File: src/rtl/if_fetch_unit.sv
// Instruction fetch stage: in-order imem reads, prefetch FIFO and the IF/ID decode register.
// Define IF_FETCH_MISALIGN_CHECK_EN to add the sticky misaligned-redirect flag misalign_o.
module if_fetch_unit #(
  parameter logic [31:0] RESET_PC        = 32'h0000_0000,
  parameter int unsigned FIFO_DEPTH      = 4,
  parameter int unsigned MAX_OUTSTANDING = 2
) (
  input  logic        clk_i,
  input  logic        rst_ni,
  output logic        imem_req_o,
  output logic [31:0] imem_addr_o,
  input  logic        imem_gnt_i,
  input  logic        imem_rvalid_i,
  input  logic [31:0] imem_rdata_i,
  input  logic        StallD_i,
  input  logic        FlushD_i,
  input  logic        PCSrcE_i,
  input  logic [31:0] PCTargetE_i,
  output logic [31:0] InstrD_o,
  output logic [31:0] PCD_o,
  output logic [31:0] PCPlus4D_o,
  output logic        ValidD_o
`ifdef IF_FETCH_MISALIGN_CHECK_EN
  ,
  output logic        misalign_o
`endif
);

  localparam logic [31:0] Nop  = 32'h0000_0013;
  localparam int unsigned PtrW = $clog2(FIFO_DEPTH);
  localparam int unsigned CntW = $clog2(FIFO_DEPTH + 1);
  localparam int unsigned OutW = $clog2(MAX_OUTSTANDING + 1);

  logic [31:0]     pc_q, pc_d;
  logic [31:0]     resp_pc_q, resp_pc_d;
  logic [PtrW-1:0] wptr_q, wptr_d;
  logic [PtrW-1:0] rptr_q, rptr_d;
  logic [CntW-1:0] cnt_q, cnt_d;
  logic [OutW-1:0] out_q, out_d;
  logic [OutW-1:0] drop_q, drop_d;

  logic [31:0] instr_q, instr_d;
  logic [31:0] pcd_q, pcd_d;
  logic [31:0] pcp4_q, pcp4_d;
  logic        valid_q, valid_d;

  logic [31:0] fifo_instr_q [FIFO_DEPTH];
  logic [31:0] fifo_pc_q    [FIFO_DEPTH];

  logic        req;
  logic        grant;
  logic        push;
  logic        pop;
  logic        advance;
  logic        fifo_empty;
  logic [31:0] target;

`ifdef IF_FETCH_MISALIGN_CHECK_EN
  logic misalign_q, misalign_d;

  assign target     = {PCTargetE_i[31:2], 2'b00};
  assign misalign_d = misalign_q | (PCSrcE_i & (PCTargetE_i[1:0] != 2'b00));
  assign misalign_o = misalign_q;

  always_ff @(posedge clk_i) begin
    if (!rst_ni) begin
      misalign_q <= 1'b0;
    end else begin
      misalign_q <= misalign_d;
    end
  end
`else
  assign target = PCTargetE_i;
`endif

  // Gating counts in-flight requests against free FIFO slots so a response always has room.
  assign req = rst_ni && !PCSrcE_i
             && (32'(out_q) < MAX_OUTSTANDING)
             && ((32'(cnt_q) + 32'(out_q)) < FIFO_DEPTH);

  assign imem_req_o  = req;
  assign imem_addr_o = pc_q;

  assign grant      = req && imem_gnt_i;
  assign fifo_empty = (cnt_q == '0);
  assign push       = imem_rvalid_i && (drop_q == '0) && !PCSrcE_i;
  assign advance    = !FlushD_i && !PCSrcE_i && !StallD_i;
  assign pop        = advance && !fifo_empty;

  always_comb begin
    pc_d      = pc_q;
    resp_pc_d = resp_pc_q;
    wptr_d    = wptr_q;
    rptr_d    = rptr_q;
    cnt_d     = cnt_q;
    drop_d    = drop_q;
    out_d     = out_q + OutW'(grant) - OutW'(imem_rvalid_i);

    if (PCSrcE_i) begin
      // Everything already requested belongs to the old path, including a response landing now.
      pc_d      = target;
      resp_pc_d = target;
      wptr_d    = '0;
      rptr_d    = '0;
      cnt_d     = '0;
      drop_d    = out_q - OutW'(imem_rvalid_i);
    end else begin
      if (grant) begin
        pc_d = pc_q + 32'd4;
      end
      if (imem_rvalid_i && (drop_q != '0)) begin
        drop_d = drop_q - OutW'(1);
      end
      if (push) begin
        resp_pc_d = resp_pc_q + 32'd4;
        wptr_d    = wptr_q + PtrW'(1);
      end
      if (pop) begin
        rptr_d = rptr_q + PtrW'(1);
      end
      cnt_d = cnt_q + CntW'(push) - CntW'(pop);
    end
  end

  always_comb begin
    instr_d = instr_q;
    pcd_d   = pcd_q;
    pcp4_d  = pcp4_q;
    valid_d = valid_q;

    if (FlushD_i || PCSrcE_i) begin
      valid_d = 1'b0;
      instr_d = Nop;
    end else if (StallD_i) begin
      valid_d = valid_q;
    end else if (!fifo_empty) begin
      valid_d = 1'b1;
      instr_d = fifo_instr_q[rptr_q];
      pcd_d   = fifo_pc_q[rptr_q];
      pcp4_d  = fifo_pc_q[rptr_q] + 32'd4;
    end else begin
      // Bubble: PCs keep their last value so only ValidD_o/InstrD_o mark the hole.
      valid_d = 1'b0;
      instr_d = Nop;
    end
  end

  always_ff @(posedge clk_i) begin
    if (!rst_ni) begin
      pc_q      <= RESET_PC;
      resp_pc_q <= RESET_PC;
      wptr_q    <= '0;
      rptr_q    <= '0;
      cnt_q     <= '0;
      out_q     <= '0;
      drop_q    <= '0;
      instr_q   <= Nop;
      pcd_q     <= '0;
      pcp4_q    <= '0;
      valid_q   <= 1'b0;
    end else begin
      pc_q      <= pc_d;
      resp_pc_q <= resp_pc_d;
      wptr_q    <= wptr_d;
      rptr_q    <= rptr_d;
      cnt_q     <= cnt_d;
      out_q     <= out_d;
      drop_q    <= drop_d;
      instr_q   <= instr_d;
      pcd_q     <= pcd_d;
      pcp4_q    <= pcp4_d;
      valid_q   <= valid_d;
    end
  end

  always_ff @(posedge clk_i) begin
    if (push) begin
      fifo_instr_q[wptr_q] <= imem_rdata_i;
      fifo_pc_q[wptr_q]    <= resp_pc_q;
    end
  end

  assign InstrD_o   = instr_q;
  assign PCD_o      = pcd_q;
  assign PCPlus4D_o = pcp4_q;
  assign ValidD_o   = valid_q;

  a_no_overflow : assert property (@(posedge clk_i) disable iff (!rst_ni)
    !(push && (32'(cnt_q) == FIFO_DEPTH)));

  a_out_bound : assert property (@(posedge clk_i) disable iff (!rst_ni)
    32'(out_q) <= MAX_OUTSTANDING);

  a_rvalid_has_req : assert property (@(posedge clk_i) disable iff (!rst_ni)
    imem_rvalid_i |-> (out_q != '0));

  a_addr_stable : assert property (@(posedge clk_i) disable iff (!rst_ni)
    (imem_req_o && !imem_gnt_i) |=> (!imem_req_o || $stable(imem_addr_o)));

endmodule

File: config.mk
export PLATFORM = sky130hd
export DESIGN_NAME = if_fetch_unit
export DESIGN_NICKNAME = d
export VERILOG_FILES = /design/src/rtl/if_fetch_unit.sv
export SDC_FILE = /design/constraint.sdc
export NUM_CORES = 1
export LEC_CHECK = 0
export CAP_MARGIN = 30
export CORE_ASPECT_RATIO = 0.75
export CORE_MARGIN = 10
export CORE_UTILIZATION = 39
export CTS_BUF_LIST = sky130_fd_sc_hd__clkbuf_2
export DETAILED_ROUTE_END_ITERATION = 6
export PLACE_DENSITY = 0.69
export SYNTH_ARGS = -nofsm -noshare
export SYNTH_HDL_FRONTEND = slang
export SYNTH_SLANG_ARGS = --single-unit
File: constraint.sdc
create_clock -name clk_i -period 4.6 [get_ports clk_i]
set_clock_uncertainty 0.1 [all_clocks]
set_input_delay 0.46 -clock clk_i [delete_from_list [all_inputs] [get_ports clk_i]]
set_output_delay 0.46 -clock clk_i [all_outputs]
set_load 0.005 [all_outputs]
==> results by group <==
Status
  – Outcome: complete, no violations

STA
  – RSZ-0062 raised after global routing: no
  – Slew headroom: 0.403
  – Setup TNS: 0 ns
  – Final period util: 0.690
  – Setup Viol. Count Final: 0
  – Worst-margin pin slew: 0.888 ns
  – Max Clock Freq: 315 MHz
  – Setup WS post-layout: 1.42 ns
  – Minimum clock period: 3.18 ns
  – Fin. Hold Viols: 0
  – Final hold slack: 0.116 ns
  – Final Max Tran Viols: 0

Clock tree
  – Cts bufs inserted: 102
  – CTS tree: built
  – Htree depth: 3
  – Worst-Skew Late Latency: 1.06 ns
  – Post-CTS resize count: 0
  – Clock sink total: 428
  – Clock-pin slew on the worst setup and hold paths: 0.12 ns
  – CTS max path bufs: 3
  – Clock Tree Root: clkbuf_2

Power
  – Design Power: 7.15 mW
  – Power Density: 339 nW/um^2
  – Worst vdd ir: 161 uV
  – Leakage: 7.00 nW

Worst setup path
  – Critical-path cell list: ha_1, nand3_1, and3_1, clkdlybuf4s50_1
  – Startpoint types: register
  – CP max stage delay: 0.56 ns
  – Req. time, crit path: 4.04 ns
  – Slowest CP cell: clkdlybuf4s50_1
  – CP Max Fanout: 4
  – Crit path kind: reg -> out
  – Worst reg-to-reg path cell count: 7
  – Worst Path Arrival: 2.62 ns
  – Worst setup EP type: primary output
  – R2R setup slack: 1.43 ns
  – Reg2reg end: PCPlus4D_o[18]$_SDFFE_PN0P_

Place
  – GPL Wtd Cong: 0.847
  – Placed insts: 1,997
  – DP Wirelength: 28,000 um
  – IO buf count: 200
  – Post-Place Worst Slack: 1.22 ns

Synthesis
  – Syn avg cell area: 13.3 sq um
  – Sequential area share after synthesis: 0.656
  – Netlist cell types: 55
  – Most area-hungry cell type in the Yosys netlist: edfxtp_1
  – Number of synthesized flops with an enable pin: 256
  – Post-synth top flop: edfxtp_1
  – Synthesized area: 17,000 sq um
  – Syn_nets: 1,358
  – Post-synth top area share: 0.453
  – Yosys reg bits: 428
  – Synthesized instance count: 1,272
  – Synth area leaders: edfxtp_1 (45%), dfxtp_1 (20%), mux4_2 (8.0%), nand2_1 (2.9%), a21oi_1 (2.8%)
  – Ys async rst share: 0
  – Synth cell count leaders: edfxtp_1 (256), dfxtp_1 (172), nand2_1 (133)
  – Most frequent cell after synthesis: edfxtp_1
  – Synth warnings: 0

Global routing
  – Remaining Overflow, GRT: 0
  – Pin count of the biggest net entering global routing: 93
  – Initial antenna violation count: 4
  – First-pass GRT wire length: 66,000 um
  – GRT Util Overall: 0.160
  – Vias in the first global route: 11,400

Drt
  – Vias: 11,500
  – Via density: 5.10
  – Routed Antenna Nets: 0
  – Drt first pass iters: 5
  – DRC errors left: 0
  – Final wirelength: 42,400 um
  – Drt wl/cell: 18.9 um
  – Initial DRC count: 853

Floorplanning
  – Die footprint: 52,400 sq um
  – Die width: 261 um
  – Initial core utilization: 0.393
  – I/O pins: 201
  – Std-Cell Rows: 66
  – Die Height: 201 um
  – Core Region: 43,200 sq um

Hold path
  – Hold path start: imem_rvalid_i
  – Hold WC Path Type: in -> reg
  – Hold Path End: wptr_q[1]$_SDFFE_PP0P_
  – Worst hold path depth: 3

Run
  – # Max-Cap Violations: 0

Finish
  – Fillers: 3,782
  – Layout area overhead: 24.4%
  – Nets@finish: 1,671
  – Layout cell share with drive strength beyond 1: 0.159
  – Layout Cells excl Fill: 2,249
## report_power, final
part           leakage (nW)  switching (mW)  total [mW]  internal [mW]
clock                 0.707            1.52        2.43          0.902
combinational          2.56           0.248       0.490          0.242
sequential             3.73          0.0865        4.24           4.15
total                  7.00            1.86        7.15           5.30
## placed cells by master, fill, tap and decap left out, types with 6 or more instances in the layout
master / netlist / routed
dfxtp_1: 172 / 170
edfxtp_1: 256 / 256
a22oi_1: 29 / 29
clkinv_1: 1 / 19
clkbuf_2: 0 / 152
dlygate4sd3_1: 0 / 62
nand2_1: 133 / 133
nand4_1: 23 / 23
clkdlybuf4s50_1: 0 / 200
nand3_1: 30 / 30
a31oi_1: 17 / 17
mux4_2: 60 / 60
nor3_1: 17 / 17
o21ai_0: 58 / 58
and3_1: 19 / 19
a21oi_1: 95 / 95
inv_1: 18 / 17
or3_1: 6 / 6
and4_1: 8 / 8
xor2_1: 31 / 31
nor2_1: 80 / 79
and2_1: 21 / 17
ha_1: 14 / 14
xnor2_1: 42 / 42
a211oi_1: 14 / 14
buf_4: 4 / 17
clkinv_2: 0 / 6
## metal layers
| metal | up-vias | track usage | wire (um) |
|---|---|---|---|
| met1 | 5587 | 0.225 | 19800 |
| li1 | 5457 | - | - |
| met2 | 359 | 0.238 | 19100 |
| met4 | 0 | 0.0479 | 636 |
| met5 | - | 0 | 0 |
| met3 | 62 | 0.0421 | 2850 |
## final cells by class
type	instances	area, sq um	share of cell area
antenna	5	12.5	0.000592
clock buffer	152	761	0.0360
clock inverter	33	163	0.00770
inverter	20	75.1	0.00355
multi-input combinational	751	5440	0.258
sequential	428	11100	0.527
tap	578	723	0.0342
timing repair buffer	282	2810	0.133
## critical path: cells and delay by family, from the launching register on
kind | cells | cell delay, ns
buffers and inverters | 1 | 0.56
adder cells (fa/ha/maj) | 1 | 0.28
AND/OR/NAND/NOR | 2 | 0.25
flip-flops | 1 | 0.47
## how the worst max path moves through the flow
stage | startpoint | to | slack [ns] | depth (start not counted)
after floorplan | StallD_i | cnt_q[2]$_SDFF_PP0_ | 1.17 | 15
after global placement | StallD_i | cnt_q[2]$_SDFF_PP0_ | 1.22 | 13
after detailed placement | StallD_i | cnt_q[2]$_SDFF_PP0_ | 1.22 | 13
after CTS | out_q[1]$_SDFF_PN0_ | imem_req_o | 1.30 | 4
after global routing | register | PCPlus4D_o[18]$_SDFFE_PN0P_ | 1.16 | 7
final | out_q[1]$_SDFF_PN0_ | imem_req_o | 1.42 | 4
## flip-flops by register name, summed over array words and instances (netlist names), named ones only
name,cells
imem_addr_o,32
out_q,2
fifo_instr_q,128
drop_q,2
wptr_q,2
resp_pc_q,32
InstrD_o,32
PCD_o,32
rptr_q,2
PCPlus4D_o,30
ValidD_o,1
fifo_pc_q,128
cnt_q,3
## repair_timing
item                                   4_1_cts  5_1_grt
buffers inserted                             0        0
endpoints found under the hold margin      179        0
hold buffers                                62        0
## stage by stage
stage	utilization	cell area, sq um
4_1_cts	0.489	21100
3_3_place_gp	0.453	19500
5_1_grt	0.489	21100
3_5_place_dp	0.453	19600
6_report	0.489	21100
2_1_floorplan	-	17000
## cells by family after synthesis
logic type / synth area share
AND/OR/NAND/NOR: 0.104
XOR/XNOR: 0.0377
flip-flops: 0.656
adder cells (fa/ha/maj): 0.0115
buffers and inverters: 0.0244
AO/OA/AOI/OAI: 0.0783
multiplexers: 0.0882
Note: power is estimated with default switching activity, not from simulation.
